===== src/rtl/sm4_pkg.sv =====
// Shared definitions for the SM4 control blocks.
//   SM4_BLK_W    : data block width
//   SM4_KEY_W    : master key width
//   ctrl_state_e : sequencer state encoding used by sm4_keyexp_ctrl
package sm4_pkg;

  localparam int SM4_BLK_W = 128;
  localparam int SM4_KEY_W = 128;

  typedef enum logic [2:0] {
    ST_IDLE    = 3'd0,
    ST_KSTART  = 3'd1,
    ST_KWAIT   = 3'd2,
    ST_KSETTLE = 3'd3,
    ST_CSTART  = 3'd4,
    ST_CWAIT   = 3'd5,
    ST_RESP    = 3'd6
  } ctrl_state_e;

endpackage


===== src/rtl/sm4_ctrl_timer.sv =====
// Loadable saturating cycle counter used for the key-expansion / crypt
// timeouts and for the post-expansion settle delay.
//   clk, rst_n : clock, asynchronous active-low reset
//   clr_i      : synchronous clear (count restarts at 0 next cycle)
//   count_o    : current count, saturates at all-ones
//   expire_o   : count_o == TIMEOUT-1
module sm4_ctrl_timer
  import sm4_pkg::*;
#(
  parameter int TIMEOUT = 64,
  parameter int CNT_W   = $clog2(TIMEOUT) + 1
) (
  input  logic             clk,
  input  logic             rst_n,
  input  logic             clr_i,
  output logic [CNT_W-1:0] count_o,
  output logic             expire_o
);

  localparam logic [CNT_W-1:0] CNT_MAX = '1;
  localparam logic [CNT_W-1:0] EXP_VAL = CNT_W'(TIMEOUT - 1);

  logic [CNT_W-1:0] cnt_q, cnt_d;

  always_comb begin
    cnt_d = cnt_q;
    if (clr_i) begin
      cnt_d = '0;
    end else if (cnt_q != CNT_MAX) begin
      cnt_d = cnt_q + 1'b1;
    end
  end

  always_ff @(posedge clk or negedge rst_n) begin
    if (!rst_n) begin
      cnt_q <= '0;
    end else begin
      cnt_q <= cnt_d;
    end
  end

  assign count_o  = cnt_q;
  assign expire_o = (cnt_q == EXP_VAL);

endmodule


===== src/rtl/sm4_keyexp_ctrl.sv =====
// Sequencer in front of the SM4 key-expansion unit and round datapath.
// Caches the last successfully expanded key+mode; key expansion is only
// re-run on a cache miss. Results are returned over a valid/ready channel.
//   req_*   : request channel (key, enc/dec, data block)
//   flush   : invalidate the key cache
//   rsp_*   : response channel (data, timeout error flag)
//   kexp_*  : key-expansion unit control (start pulse, key, mode, done)
//   crypt_* : round datapath control (start pulse, block in/out, done)
//   busy    : sequencer not idle
//   key_hit : one-cycle pulse after an accept that hit the key cache
module sm4_keyexp_ctrl
  import sm4_pkg::*;
#(
  parameter int TIMEOUT = 64,
  parameter int SETTLE  = 1
) (
  input  logic                 clk,
  input  logic                 rst_n,
  input  logic                 req_valid,
  output logic                 req_ready,
  input  logic [SM4_KEY_W-1:0] req_key,
  input  logic                 req_dec,
  input  logic [SM4_BLK_W-1:0] req_data,
  input  logic                 flush,
  output logic                 rsp_valid,
  input  logic                 rsp_ready,
  output logic [SM4_BLK_W-1:0] rsp_data,
  output logic                 rsp_err,
  output logic                 kexp_start,
  output logic [SM4_KEY_W-1:0] kexp_mkey,
  output logic                 kexp_dec,
  input  logic                 kexp_done,
  output logic                 crypt_start,
  output logic [SM4_BLK_W-1:0] crypt_din,
  input  logic                 crypt_done,
  input  logic [SM4_BLK_W-1:0] crypt_dout,
  output logic                 busy,
  output logic                 key_hit
);

  localparam int TMR_W = $clog2(TIMEOUT) + 1;
  localparam logic [TMR_W-1:0] SETTLE_LAST = TMR_W'(SETTLE - 1);

  ctrl_state_e          state_q, state_d;
  logic [SM4_KEY_W-1:0] mkey_q, mkey_d;
  logic                 kdec_q, kdec_d;
  logic [SM4_BLK_W-1:0] din_q, din_d;
  logic                 cache_vld_q, cache_vld_d;
  logic [SM4_KEY_W-1:0] cache_key_q, cache_key_d;
  logic                 cache_dec_q, cache_dec_d;
  logic [SM4_BLK_W-1:0] rsp_data_q, rsp_data_d;
  logic                 rsp_err_q, rsp_err_d;
  logic                 req_ready_q, req_ready_d;
  logic                 key_hit_q, key_hit_d;

  logic             accept;
  logic             hit;
  logic             tmr_clr;
  logic             tmr_expire;
  logic [TMR_W-1:0] tmr_count;

  assign accept = req_valid && req_ready_q;
  assign hit    = cache_vld_q && (req_key == cache_key_q) && (req_dec == cache_dec_q);

  // The timer restarts on every state change, so it reads 0 in the first
  // cycle of KWAIT, KSETTLE and CWAIT.
  assign tmr_clr = (state_d != state_q);

  sm4_ctrl_timer #(
    .TIMEOUT (TIMEOUT),
    .CNT_W   (TMR_W)
  ) u_timer (
    .clk      (clk),
    .rst_n    (rst_n),
    .clr_i    (tmr_clr),
    .count_o  (tmr_count),
    .expire_o (tmr_expire)
  );

  always_comb begin
    state_d     = state_q;
    mkey_d      = mkey_q;
    kdec_d      = kdec_q;
    din_d       = din_q;
    cache_vld_d = cache_vld_q;
    cache_key_d = cache_key_q;
    cache_dec_d = cache_dec_q;
    rsp_data_d  = rsp_data_q;
    rsp_err_d   = rsp_err_q;
    key_hit_d   = 1'b0;

    case (state_q)
      ST_IDLE: begin
        if (accept) begin
          mkey_d    = req_key;
          kdec_d    = req_dec;
          din_d     = req_data;
          key_hit_d = hit;
          if (hit) begin
            state_d = ST_CSTART;
          end else begin
            // Round keys are about to be overwritten, so the cache is stale
            // until this expansion settles.
            cache_vld_d = 1'b0;
            state_d     = ST_KSTART;
          end
        end
      end
      ST_KSTART: state_d = ST_KWAIT;
      ST_KWAIT: begin
        if (kexp_done) begin
          state_d = ST_KSETTLE;
        end else if (tmr_expire) begin
          rsp_err_d  = 1'b1;
          rsp_data_d = '0;
          state_d    = ST_RESP;
        end
      end
      ST_KSETTLE: begin
        if (tmr_count == SETTLE_LAST) begin
          cache_vld_d = 1'b1;
          cache_key_d = mkey_q;
          cache_dec_d = kdec_q;
          state_d     = ST_CSTART;
        end
      end
      ST_CSTART: state_d = ST_CWAIT;
      ST_CWAIT: begin
        if (crypt_done) begin
          rsp_err_d  = 1'b0;
          rsp_data_d = crypt_dout;
          state_d    = ST_RESP;
        end else if (tmr_expire) begin
          rsp_err_d  = 1'b1;
          rsp_data_d = '0;
          state_d    = ST_RESP;
        end
      end
      ST_RESP: begin
        if (rsp_ready) begin
          state_d = ST_IDLE;
        end
      end
      default: state_d = ST_IDLE;
    endcase

    // Flush has the last word, including over a settle completion.
    if (flush) begin
      cache_vld_d = 1'b0;
    end

    // Registered so that req_ready reads 0 while reset is held.
    req_ready_d = (state_d == ST_IDLE);
  end

  always_ff @(posedge clk or negedge rst_n) begin
    if (!rst_n) begin
      state_q     <= ST_IDLE;
      mkey_q      <= '0;
      kdec_q      <= 1'b0;
      din_q       <= '0;
      cache_vld_q <= 1'b0;
      cache_key_q <= '0;
      cache_dec_q <= 1'b0;
      rsp_data_q  <= '0;
      rsp_err_q   <= 1'b0;
      req_ready_q <= 1'b0;
      key_hit_q   <= 1'b0;
    end else begin
      state_q     <= state_d;
      mkey_q      <= mkey_d;
      kdec_q      <= kdec_d;
      din_q       <= din_d;
      cache_vld_q <= cache_vld_d;
      cache_key_q <= cache_key_d;
      cache_dec_q <= cache_dec_d;
      rsp_data_q  <= rsp_data_d;
      rsp_err_q   <= rsp_err_d;
      req_ready_q <= req_ready_d;
      key_hit_q   <= key_hit_d;
    end
  end

  assign req_ready   = req_ready_q;
  assign rsp_valid   = (state_q == ST_RESP);
  assign rsp_data    = rsp_data_q;
  assign rsp_err     = rsp_err_q;
  assign kexp_start  = (state_q == ST_KSTART);
  assign kexp_mkey   = mkey_q;
  assign kexp_dec    = kdec_q;
  assign crypt_start = (state_q == ST_CSTART);
  assign crypt_din   = din_q;
  assign busy        = (state_q != ST_IDLE);
  assign key_hit     = key_hit_q;

endmodule


===== config.mk =====
export PLATFORM = sky130hd
export DESIGN_NAME = sm4_keyexp_ctrl
export DESIGN_NICKNAME = d
export VERILOG_FILES = /design/src/rtl/sm4_pkg.sv /design/src/rtl/sm4_ctrl_timer.sv /design/src/rtl/sm4_keyexp_ctrl.sv
export SDC_FILE = /design/constraint.sdc
export NUM_CORES = 1
export LEC_CHECK = 0
export ABC_AREA = 1
export BUFFER_PORTS_ARGS = -buffer_cell sky130_fd_sc_hd__buf_2
export CAP_MARGIN = 0
export CELL_PAD_IN_SITES_DETAIL_PLACEMENT = 1
export CELL_PAD_IN_SITES_GLOBAL_PLACEMENT = 1
export CORE_ASPECT_RATIO = 0.5
export CORE_UTILIZATION = 33
export DETAILED_ROUTE_END_ITERATION = 7
export PLACE_DENSITY = 0.75
export SETUP_SLACK_MARGIN = 0.5
export SYNTH_ARGS = -nofsm -noshare
export SYNTH_HDL_FRONTEND = slang
export SYNTH_SLANG_ARGS = --single-unit

===== constraint.sdc =====
create_clock -name clk -period 1.9 [get_ports clk]
set_clock_uncertainty 0.05 [all_clocks]
set_input_delay 0 -clock clk [delete_from_list [all_inputs] [get_ports clk]]
set_output_delay 0 -clock clk [all_outputs]
set_load 0.01 [all_outputs]

Word level (Yosys, flattened, before mapping) --
Index checks and enable logic that the tools add are counted.
Word-level totals: flip-flop bits (word level) 528, bits of input ports 392, output and inout bits 392, logic and storage cells 67
Operators by class: add/subtract/negate cells 1, equal/unequal tests 15, muxes and demuxes 25, reduce and logical (&&, ||, !) cells 14
Operator list (number):
- $mux W128 | 3
- $pmux W128 S2 | 1
- $eq A128 B128 Y1 | 1
- $mux W3 | 7
- $pmux W3 S7 | 1
- $mux W7 | 2
- $eq A3 B3 Y1 const B | 3
- $mux W1 | 9
- $ne A3 B3 Y1 const B | 3
- $add A7 B1 Y7 const B | 1
- $eq A7 B6 Y1 const B | 1
- $logic_not A7 Y1 | 1
- $ne A7 B7 Y1 const B | 1
- $eq A3 B2 Y1 const B | 2
- $logic_not A3 Y1 | 2
- $reduce_and A2 Y1 | 3
- $reduce_bool A3 Y1 | 2
- $pmux W1 S2 | 2
- $reduce_and A4 Y1 | 1
- $reduce_bool A2 Y1 | 2
- $eq A3 B1 Y1 const B | 1
- $logic_and A1 B1 Y1 | 3
- $ne A3 B3 Y1 | 1
- $ne A2 B2 Y1 const B | 1
- $eq A1 B1 Y1 | 1

Longest topological paths before layout --
Gate-level depths: netlist of the first run.
depth after elaboration 8, gate-level depth with buffers 16, gate-level depth less buffers 16

By module --
Synthesis of the first run repeated with hierarchy kept, for this count alone.
Second synthesis, totals: cells, all modules 3222, area, all modules 24357.1 µm²
Modules (own cells, without submodules):
- sm4_keyexp_ctrl | times used 1, cells an instance 3170, area each 23959.2 µm², seq. area each 13037.5 µm²
- sm4_ctrl_timer | times used 1, cells an instance 52, area each 397.9 µm², seq. area each 175.2 µm²

Worst setup path before layout of the first run --
No wires, ideal clock.
kind register to register, from reg u_timer.cnt_q[0] (netlist: u_timer.count_o[0]), to reg u_timer.cnt_q[2] (netlist: u_timer.count_o[2]), setup time 122 ps, arrival time 1593 ps, required time 1728 ps, setup slack 135 ps, stages on the path, launching flop included 14, path buffers 0, clock period less this slack 1765 ps, cell sequence dfrtp_1 > ha_1 > nand2_1 > inv_2 > nand2_2 > nor2_4 > nand2_2 > nor2_4 > inv_2 > o211ai_2 > xor2_1 > inv_1 > nand3_4 > nor2_2
On the way: longest elaborated chain between the ends 6, elaborated cells between the ends (all ways) 13, classes of those cells 1 x add/sub; 3 x eq/ne; 7 x mux; 2 x reduce/logical
RTL lines:
- start: declaration | RTL line sm4_ctrl_timer.sv:23 | logic [CNT_W-1:0] cnt_q, cnt_d;
- start signal: assignment | RTL line sm4_ctrl_timer.sv:38 | cnt_q <= cnt_d;
- $eq A7 B6 Y1 | RTL line sm4_ctrl_timer.sv:43 | assign expire_o = (cnt_q == EXP_VAL);
- $mux W3 | RTL line sm4_keyexp_ctrl.sv:113, sm4_keyexp_ctrl.sv:133
- $mux W3, on equally long branches | RTL line sm4_keyexp_ctrl.sv:129, sm4_keyexp_ctrl.sv:111
- $pmux W3 S7 * | RTL line sm4_keyexp_ctrl.sv:92 | case (state_q)
- net state_d[1] | RTL line sm4_keyexp_ctrl.sv:44 | ctrl_state_e state_q, state_d;
- $ne A3 B3 Y1 * | RTL line sm4_keyexp_ctrl.sv:67 | assign tmr_clr = (state_d != state_q);
- $mux W7 / $reduce_bool A2 Y1 (equally long branches)
The timed path passes the listed nets; every way through them passes the cells marked *. The select of a mux whose other input is x is not followed. A chain may end at the register's enable or synchronous reset.

Worst setup path after layout of the first run --
from reg cache_key_q[15], to reg u_timer.cnt_q[5] (netlist: u_timer.count_o[5])
On the way: longest elaborated chain between the ends 8, elaborated cells between the ends (all ways) 9, classes of those cells 2 x eq/ne; 4 x mux; 3 x reduce/logical
RTL lines:
- start: declaration | RTL line sm4_keyexp_ctrl.sv:49 | logic [SM4_KEY_W-1:0] cache_key_q, cache_key_d;
- start signal: assignment | RTL line sm4_keyexp_ctrl.sv:175 | cache_key_q <= cache_key_d;
- $eq A128 B128 Y1 * | RTL line sm4_keyexp_ctrl.sv:63 | assign hit = cache_vld_q && (req_key == cache_key_q) && (req_dec == cache_dec_q);
- $logic_and A1 B1 Y1 * (2 in a row) | RTL line sm4_keyexp_ctrl.sv:63
- $mux W3 * | RTL line sm4_keyexp_ctrl.sv:99 | if (hit) begin
- $mux W3 * | RTL line sm4_keyexp_ctrl.sv:94 | if (accept) begin
- $pmux W3 S7 * | RTL line sm4_keyexp_ctrl.sv:92
- net state_d[2] | RTL line sm4_keyexp_ctrl.sv:44
- $ne A3 B3 Y1 * | RTL line sm4_keyexp_ctrl.sv:67
- $mux W7 / $reduce_bool A2 Y1 (equally long branches)
The timed path passes the listed nets; every way through them passes the cells marked *.

==> results.yml, run 1 <==
status:
  status: "finished with violations"
  violations: "negative setup slack"
critical_path:
  reg2reg_to: "u_timer.count_o[5]"
  startpoint_type: "flop"
  cp_common_cell: "nand2_1"
  critPathKind: "reg2reg"
  worstSetupEndpointType: "flop"
  worstPathMaxFanout: 7
  r2r-start: "cache_key_q[15]"
  max_stage_delay_ns: 0.43
  crit_arrival_ns: 2.88
  rr_worst_depth: 15
  crit_chain: "inv_1 > nand2_1 > nand2_1 > nor2_1 > nand2_1 > nor2_1 > nand2_1 > nor2_2 > nand2_1 > nor2_4 > nand3_4 > nand2_2 > nand2_1 > nand3_4 > nor2_2"
  rrSetupSlack_ns: -0.52
  crit_required_ns: 2.37
  slowest_stage: "nor2_1"
synth:
  syn_area_sq_um: 23500
  synthCells: 2833
  ys_types: 33
  ys_ff_latch: 528
  synth_area_per_cell_sq_um: 8.29
  synth_top_area_cell: "dfrtp_1"
  synth_sequential_area_ratio_pct: 56.2
  synth_top_area_share_pct: 56.2
  yosys-top-cells-area: "dfrtp_1, nand2_1, o21ai_0"
  syn_nets: 3227
  yosys_warnings: 0
flow_run:
  drv_cap: 0
pwr:
  vdd_ir_drop_max_mv: 0.786
  p_per_area_nw_per_um2: 1570
  p_sw_uw: 30400
  cellInternalPower_uw: 35700
  swShare_pct: 46.0
  p_leak_uw: 0.0214
  seq_power_share_pct: 33.9
  power.share.clock_pct: 17.8
  finalPower_uw: 66100
  comb_power_share_pct: 48.3
global_routing:
  grt-ovfl-total: 0
  grt_pass1_vias: 30600
  grt_usage_pct: 36.9
  grt_max_degree: 129
  grt_first_pass_wirelength_mm: 198
  antenna_found_initial: 43
sta:
  finalCritPeriodShare_pct: 127
  rsz0062_at_grt: "yes"
  relSlewSlack_pct: 64.0
  fin_hold_ws_ns: 0.0365
  fin_ws_ns: -0.519
  fmax_mhz: 413
  finalHoldViolations: 0
  slew_viol_final: 0
  period_needed_ns: 2.42
  worstMarginPinSlew_ns: 0.540
  setup_viol: 245
floorplan:
  core_sq_um: 69700
  rows: 68
  ios: 784
  start_util_pct: 33.7
  die_h_microns: 191
  die_w_microns: 379
  die-area_sq_um: 72300
routing:
  wl_per_cell_microns: 31.2
  drc: 0
  drt_iter0_markers: 2687
  drt-total-wl_mm: 164
  vias: 30300
  dr.pass1.iters: 6
  ant_nets: 0
  vias_per_cell: 5.76
cells_and_area:
  area_growth_pct: 79.6
  drive_gt1_share_pct: 42.1
  design_area_sq_um: 42200
  final_nets: 4625
placed_design:
  port_buffers: 783
  dp_slack_ns: -0.492
  hpwl_mm: 79.7
  dpl_cell_area_sq_um: 29700
  gp_congestion: 0.963
hold_path:
  holdCritStartpoint: "req_key[50]"
  hold_path.class: "in2reg"
  holdPathStages: 8
  holdPathEnd: "key_hit"
cts:
  clock_sinks: 528
  worstSkewPairLatency_ns: 0.65
  clk_pin_slew_ns: 0.07
  cts_tree: "done"
  cts_inserted_buffers: 52
  cts.htree.levels: 2
  clockBufferDepth: 3
  ctsRootBufferMaster: "clkbuf_16"
worst max path at each step:
stage	start	to	slack, ns	depth (start not counted)
after floorplan	u_timer.count_o[0]	u_timer.count_o[2]	0.15	13
after global placement	cache_key_q[2]	u_timer.count_o[1]	-0.45	12
after detailed placement	cache_key_q[2]	u_timer.count_o[6]	-0.49	12
after CTS	cache_key_q[2]	u_timer.count_o[6]	-0.18	14
after global routing	cache_key_q[15]	u_timer.count_o[0]	-0.52	15
final	cache_key_q[15]	u_timer.count_o[5]	-0.52	15
synth_stat cells (all sizes together):
| cell type | number |
|---|---|
| o211ai | 1 |
| nand3b | 2 |
| a21oi | 107 |
| and2 | 4 |
| buf | 62 |
| dfrtp | 528 |
| xor2 | 7 |
| nor3 | 10 |
| and3 | 1 |
| xnor2 | 16 |
| o21ai | 292 |
| a2bb2oi | 128 |
| ha | 2 |
| or2 | 4 |
| nand3 | 25 |
| a31oi | 1 |
| nor2 | 233 |
| nand2 | 988 |
| mux2 | 4 |
| inv | 303 |
| clkbuf | 79 |
| nand4 | 36 |
what timing repair did:
action	in CTS	in global routing
gates resized for setup	482	613
pin swaps	116	123
gates cloned	48	28
endpoints found under the setup margin	532	612
buffers inserted	49	21
hold buffers	392	0
hold endpoints to repair	920	0
power by group through the flow:
| stage | combinational (uW) | sequential (uW) | clock (uW) |
|---|---|---|---|
| final | 31900 | 22400 | 11700 |
| after global routing | 33200 | 22600 | 12000 |
| after CTS | 25200 | 20300 | 11200 |
| after detailed placement | 21800 | 20100 | 0 |
| after global placement | 21100 | 19900 | 0 |
| after floorplan | 9250 | 21300 | 0 |
area by class of cell:
cell class	count	area, sq um
fill	7747	27500
clock inverter	15	183
timing repair buffer	1483	12600
inverter	303	1150
clock buffer	80	1580
tap	945	1180
antenna	42	105
multi-input combinational	1863	12200
sequential	528	13200
registers in the layout, summed over array words and instances, names as in the netlist, 3 cells and up:
name,cells
cache_key_q,128
crypt_din,128
kexp_mkey,128
rsp_data,128
state_q,3
u_timer.count_o,7
worst max-delay path, delay by kind of cell, from the launching register on:
family        cells  cell delay (ns)
simple gates     14             1.81
flops             1             0.36
buf+inv           1             0.07
metrics by stage:
stage	std cells	util, %	setup TNS, ns
floorplan	2833	-	0
global placement	4584	42.7	-4.78
detailed placement	4584	42.7	-6.44
CTS	5168	55.5	-14.00
global route	5251	60.5	-50.50
finish	5259	60.6	-36.71
kinds of logic (layout without fill, tap and decap cells):
| family | count (synthesis) | in the layout | synth area share [%] |
|---|---|---|---|
| compound gates | 529 | 529 | 13.4 |
| xor+xnor | 23 | 23 | 0.857 |
| fa+ha+maj | 2 | 2 | 0.106 |
| buf+inv | 444 | 1881 | 7.38 |
| flops | 528 | 528 | 56.2 |
| mux | 4 | 4 | 0.192 |
| other cells | 0 | 42 | 0 |
| simple gates | 1303 | 1305 | 21.9 |
routing by layer:
layer | up-vias | GRT usage [%] | part of all wire, %
met5 | - | 0 | 0.077
met4 | 20 | 26.6 | 11
met3 | 1170 | 10.4 | 9.8
met2 | 2208 | 61.0 | 46
met1 | 15000 | 41.0 | 34
li1 | 11800 | - | -
layout by cell type, fill, tap and decap left out, types with 71 or more instances in the layout:
cell / netlist / final
o21ai_0: 287 / 119
nor2_1: 222 / 94
a2bb2oi_2: 0 / 120
buf_4: 2 / 142
inv_1: 298 / 291
clkbuf_16: 0 / 78
nor2_4: 3 / 100
dfrtp_1: 528 / 525
dlygate4sd3_1: 0 / 392
o21ai_4: 0 / 81
buf_2: 48 / 781
nand2_2: 3 / 71
nand2_1: 985 / 898
Power figures use the tool's default switching activity.
==> inputs of run 2 (changes only) <==
CORE_AREA = 2 2 308 310   (was unset)
CORE_ASPECT_RATIO = unset   (was 0.5)
CORE_UTILIZATION = unset   (was 33)
CTS_BUF_LIST = sky130_fd_sc_hd__clkbuf_8   (was unset)
DIE_AREA = 0 0 310 312   (was unset)
PLACE_DENSITY = 0.6   (was 0.75)
==> run 2 against run 1 <==
Effect of this change:
- the run still ends with negative setup slack left
- total power fell by 1.9%
- critical endpoint is now u_timer.count_o[1]
- setup slack improved by 0.22 ns
- critical path type unchanged
- largest cell class is now buffers
- final cell count rose by 13%
- utilization fell by 12 points
- sequential share of layout area fell by 2.0 points
- first-iteration DRC count fell by 32%
==> results.yml, run 2 (synthesized netlist as in run 1, its figures left out) <==
routing:
  drt_iter0_markers: 1823
  wl_per_cell_microns: 26.0
  drc: 0
  ant_nets: 0
  dr.pass1.iters: 6
  drt-total-wl_mm: 154
  vias: 28400
  vias_per_cell: 4.80
global_routing:
  grt_usage_pct: 28.7
  grt-ovfl-total: 0
  antenna_found_initial: 38
  grt_max_degree: 101
  grt_pass1_vias: 30100
  grt_first_pass_wirelength_mm: 204
cts:
  cts_inserted_buffers: 101
  worstSkewPairLatency_ns: 0.79
  ctsRootBufferMaster: "clkbuf_8"
  clk_pin_slew_ns: 0.07
  cts.htree.levels: 3
  clockBufferDepth: 3
  clock_sinks: 528
  cts_tree: "done"
status:
  status: "finished with violations"
  violations: "negative setup slack"
sta:
  period_needed_ns: 2.19
  relSlewSlack_pct: 48.3
  slew_viol_final: 0
  rsz0062_at_grt: "yes"
  fmax_mhz: 456
  finalCritPeriodShare_pct: 116
  finalHoldViolations: 0
  fin_ws_ns: -0.295
  worstMarginPinSlew_ns: 0.775
  final.setup.tns_ns: -26.21
  fin_hold_ws_ns: 0.0366
  setup_viol: 255
cells_and_area:
  multiInputGateArea_sq_um: 11800
  final_nets: 4959
  area_growth_pct: 91.6
  final_cells: 5928
  final_common_cell: "nand2_1"
  regArea_sq_um: 13200
  n_fill_cell: 10700
  drive_gt1_share_pct: 39.6
  mostFrequentLayoutCells: "nand2_1, buf_2, dlygate4sd3_1, dfrtp_1, inv_1"
floorplan:
  die_w_microns: 310
  die-area_sq_um: 96700
  start_util_pct: 25.2
  die_h_microns: 312
  core_sq_um: 93000
  ios: 784
  rows: 112
placed_design:
  hpwl_mm: 97.4
  dp.cells: 4951
  gp_congestion: 1.01
  port_buffers: 783
critical_path:
  critPathBufInv: 0
  crit_chain: "nand2_1 > nand4_1 > nor3_1 > nand2_1 > nor2_2 > nand3_1 > nand2_2 > nand2_2 > nand2_2 > nand3_4 > nor2_2"
  crit_required_ns: 2.52
  crit_family: "simple AND/OR/NAND/NOR gates"
  r2r-start: "cache_key_q[101]"
  startpoint_type: "flop"
  critPathKind: "reg2reg"
  crit_arrival_ns: 2.82
  max_stage_delay_ns: 0.38
  rr_worst_depth: 11
  worstSetupEndpointType: "flop"
  worstPathMaxFanout: 7
  crit_start: "cache_key_q[101]"
  worst-path-stages: 11
  cp_common_cell: "nand2_2"
  slowest_stage: "dfrtp_1"
pwr:
  vdd_ir_drop_max_mv: 0.758
  p_per_area_nw_per_um2: 1440
  p_leak_uw: 0.0228
  finalPower_uw: 64800
hold_path:
  holdPathStages: 4
  holdCritStartpoint: "crypt_dout[47]"
  hold_path.class: "in2reg"
flow_run:
  drv_cap: 0
run 2: cell types whose count changed in the layout (fill, tap and decap cells not counted), sizes merged:
cell         change
buf             +24
clkbuf          +52
clkinv           +9
dlygate4sd3    +262
diode           -14
nand2            -1
bufinv           +1
inv             +34
bufbuf           -3
clkinvlp         -4
run 2: worst reg2reg max path, stage by stage, from the launching register on:
cell and delay (ns):
dfrtp_1 0.38, nand2_1 0.28, nand4_1 0.15, nor3_1 0.27, nand2_1 0.11, nor2_2 0.14, nand3_1 0.14, nand2_2 0.16
nand2_2 0.09, nand2_2 0.08, nand3_4 0.13, nor2_2 0.13
run 2: power by group:
part	total (uW)	internal [uW]	switching [uW]
combinational	30800	13000	17800
clock	12500	6680	5820
sequential	21500	16600	4890
total	64800	36200	28600
run 2: layout make-up:
class / instances / share of cell area, %
Antenna cell: 28 / 0.156
Clock buffer: 129 / 3.94
Clock inverter: 55 / 0.851
Inverter: 303 / 2.58
Multi-Input combinational cell: 1862 / 26.3
Sequential cell: 528 / 29.4
Tap cell: 1254 / 3.49
Timing Repair Buffer: 1769 / 33.3
run 2: final timing paths:
check	to	slack [ns]
max in group asynchronous	rsp_data[24]	0.63
min in group asynchronous	kexp_mkey[15]	0.42
hold reg to reg	crypt_din[106]	0.42
setup / recovery	u_timer.count_o[1]	-0.29
setup reg to reg	u_timer.count_o[1]	-0.29
hold / removal	rsp_data[47]	0.04
run 2: repair_timing:
action | CTS | global route
endpoints found under the hold margin | 927 | 0
gates resized for setup | 311 | 697
cloned | 25 | 35
setup endpoints to repair | 878 | 763
hold buffers | 655 | 0
buffers inserted | 29 | 21
pin swaps | 56 | 146
run 2: routing by layer:
layer,share of wire (%),track usage (%)
met1,36,32.0
met2,48,49.0
met3,7.0,6.54
met4,8.7,18.6
met5,0.068,0
run 2: metrics by stage:
step	cell area, sq um	setup slack (ns)	util (%)
2_1_floorplan	23700	0.153	-
3_3_place_gp	30600	-0.446	32.9
3_5_place_dp	30600	-0.496	32.9
4_1_cts	41200	-0.212	44.3
5_1_grt	45000	-0.360	48.4
6_report	45000	-0.295	48.4
==> inputs of run 3 (changes only) <==
RECOVER_POWER = 25   (was unset)
==> run 3 against run 2 <==
Effect of this change:
- the run still ends with negative setup slack left
- global-route usage unchanged
- non-clock buffer count unchanged
- worst hold slack improved by 0.0013 ns
- setup slack got worse by 0.0018 ns
==> results.yml, run 3 (synthesized netlist as in run 1, its figures left out) <==
placed_design:
  gp_congestion: 1.01
  dp.cells: 4951
  dp_slack_ns: -0.496
  hpwl_mm: 97.4
  port_buffers: 783
floorplan:
  ios: 784
  rows: 112
  die_w_microns: 310
  core_sq_um: 93000
  die_h_microns: 312
  start_util_pct: 25.2
  die-area_sq_um: 96700
critical_path:
  critPathBufInv: 0
  slowest_stage: "dfrtp_1"
  crit_chain: "nand2_1 > nand4_1 > nor3_1 > nand2_1 > nor2_2 > nand3_1 > nand2_2 > nand2_2 > nand2_2 > nand3_4 > nor2_2"
  crit_arrival_ns: 2.82
  critPathKind: "reg2reg"
  startpoint_type: "flop"
  cp_common_cell: "nand2_2"
  max_stage_delay_ns: 0.38
  worstPathMaxFanout: 7
  crit_family: "simple AND/OR/NAND/NOR gates"
  crit_required_ns: 2.52
  worstSetupEndpointType: "flop"
sta:
  fin_ws_ns: -0.297
  period_needed_ns: 2.20
  rsz0062_at_grt: "yes"
  finalHoldViolations: 0
  slew_viol_final: 0
  worstMarginPinSlew_ns: 0.778
  fmax_mhz: 455
  setup_viol: 252
  finalCritPeriodShare_pct: 116
  relSlewSlack_pct: 48.1
cts:
  clock_sinks: 528
  worstSkewPairLatency_ns: 0.79
  clockBufferDepth: 3
  ctsRootBufferMaster: "clkbuf_8"
  cts_tree: "done"
  clk_pin_slew_ns: 0.07
  cts_inserted_buffers: 101
  cts.htree.levels: 3
cells_and_area:
  mostFrequentLayoutCells: "nand2_1, buf_2, dlygate4sd3_1, dfrtp_1, inv_1"
  drive_gt1_share_pct: 39.6
  area_growth_pct: 91.3
  final_common_cell: "nand2_1"
  final_nets: 4959
  final_cells: 5928
  n_fill_cell: 10700
global_routing:
  grt-ovfl-total: 0
  antenna_found_initial: 38
  grt_first_pass_wirelength_mm: 204
  grt_usage_pct: 28.7
  grt_max_degree: 101
  grt_pass1_vias: 30100
routing:
  drt_iter0_markers: 1866
  wl_per_cell_microns: 26.0
  drt-total-wl_mm: 154
  vias_per_cell: 4.80
  drc: 0
  ant_nets: 0
  dr.pass1.iters: 7
  vias: 28400
flow_run:
  drv_cap: 0
pwr:
  finalPower_uw: 64700
  p_leak_uw: 0.0227
  p_per_area_nw_per_um2: 1440
  vdd_ir_drop_max_mv: 0.758
status:
  status: "finished with violations"
  violations: "negative setup slack"
hold_path:
  hold_path.class: "in2reg"
==> run 3: cell count changes in the layout (fill, tap and decap cells not counted), sizes merged <==
cell	before	now
buf	1085	1077
clkbuf	157	165
==> run 3: what timing repair did <==
| item | CTS | global route |
|---|---|---|
| hold buffers | 655 | 0 |
| setup buffers | 29 | 21 |
| cloned | 25 | 35 |
| gates resized for setup | 311 | 697 |
| pin swaps | 56 | 146 |
| setup endpoints to repair | 878 | 763 |
| endpoints found under the hold margin | 927 | 0 |
==> run 3: final timing paths <==
| path | slack, ns | end | start | depth (start not counted) |
|---|---|---|---|---|
| max in group asynchronous | 0.06 | rsp_data[24] | rst_n | 6 |
| hold / removal | 0.04 | rsp_data[47] | crypt_dout[47] | 4 |
| setup / recovery | -0.30 | u_timer.count_o[1] | cache_key_q[101] | 11 |
| min in group asynchronous | 0.74 | kexp_mkey[70] | rst_n | 4 |
| setup reg to reg | -0.30 | u_timer.count_o[1] | cache_key_q[101] | 11 |
| hold reg to reg | 0.42 | crypt_din[106] | crypt_din[106] | 2 |
==> run 3: layer usage <==
layer | global-route usage (%) | share of wire (%) | wire length (microns) | vias up
met2 | 49.0 | 48 | 74800 | 1191
met5 | 0 | 0.068 | 105 | -
met1 | 32.0 | 36 | 55200 | 14200
met3 | 6.54 | 7.0 | 10900 | 533
li1 | - | - | - | 12500
met4 | 18.6 | 8.6 | 13300 | 18
==> run 3: worst reg2reg max path, cell delays in order, from the launching register on <==
cell and delay [ns]:
dfrtp_1 0.38, nand2_1 0.27, nand4_1 0.14, nor3_1 0.27, nand2_1 0.11, nor2_2 0.14
nand3_1 0.14, nand2_2 0.16, nand2_2 0.08, nand2_2 0.08, nand3_4 0.13, nor2_2 0.13
==> run 3: final cells by class <==
| class | count | area, sq um | share of cell area, % |
|---|---|---|---|
| timing repair buffer | 1769 | 14900 | 33.2 |
| sequential | 528 | 13200 | 29.4 |
| multi-input combinational | 1862 | 11800 | 26.4 |
| clock buffer | 129 | 1780 | 3.95 |
| tap | 1254 | 1570 | 3.49 |
| inverter | 303 | 1160 | 2.58 |
| clock inverter | 55 | 383 | 0.852 |
| antenna | 28 | 70.1 | 0.156 |
==> run 3: where the power goes <==
group | switching (uW) | internal [uW] | total [uW] | leakage (uW)
clock network | 5820 | 6680 | 12500 | 0.00124
registers | 4890 | 16600 | 21400 | 0.00638
logic | 17800 | 12900 | 30800 | 0.0151
==> run 3: through the flow <==
stage	util, %	TNS [ns]	cell area (sq um)	hold slack, ns
floorplan	-	0	23700	-0.346
global placement	32.9	-5.97	30600	-0.129
detailed placement	32.9	-9.17	30600	-0.119
CTS	44.3	-6.39	41200	0.00114
global route	48.3	-58.93	44900	0.0555
finish	48.3	-25.60	44900	0.0379
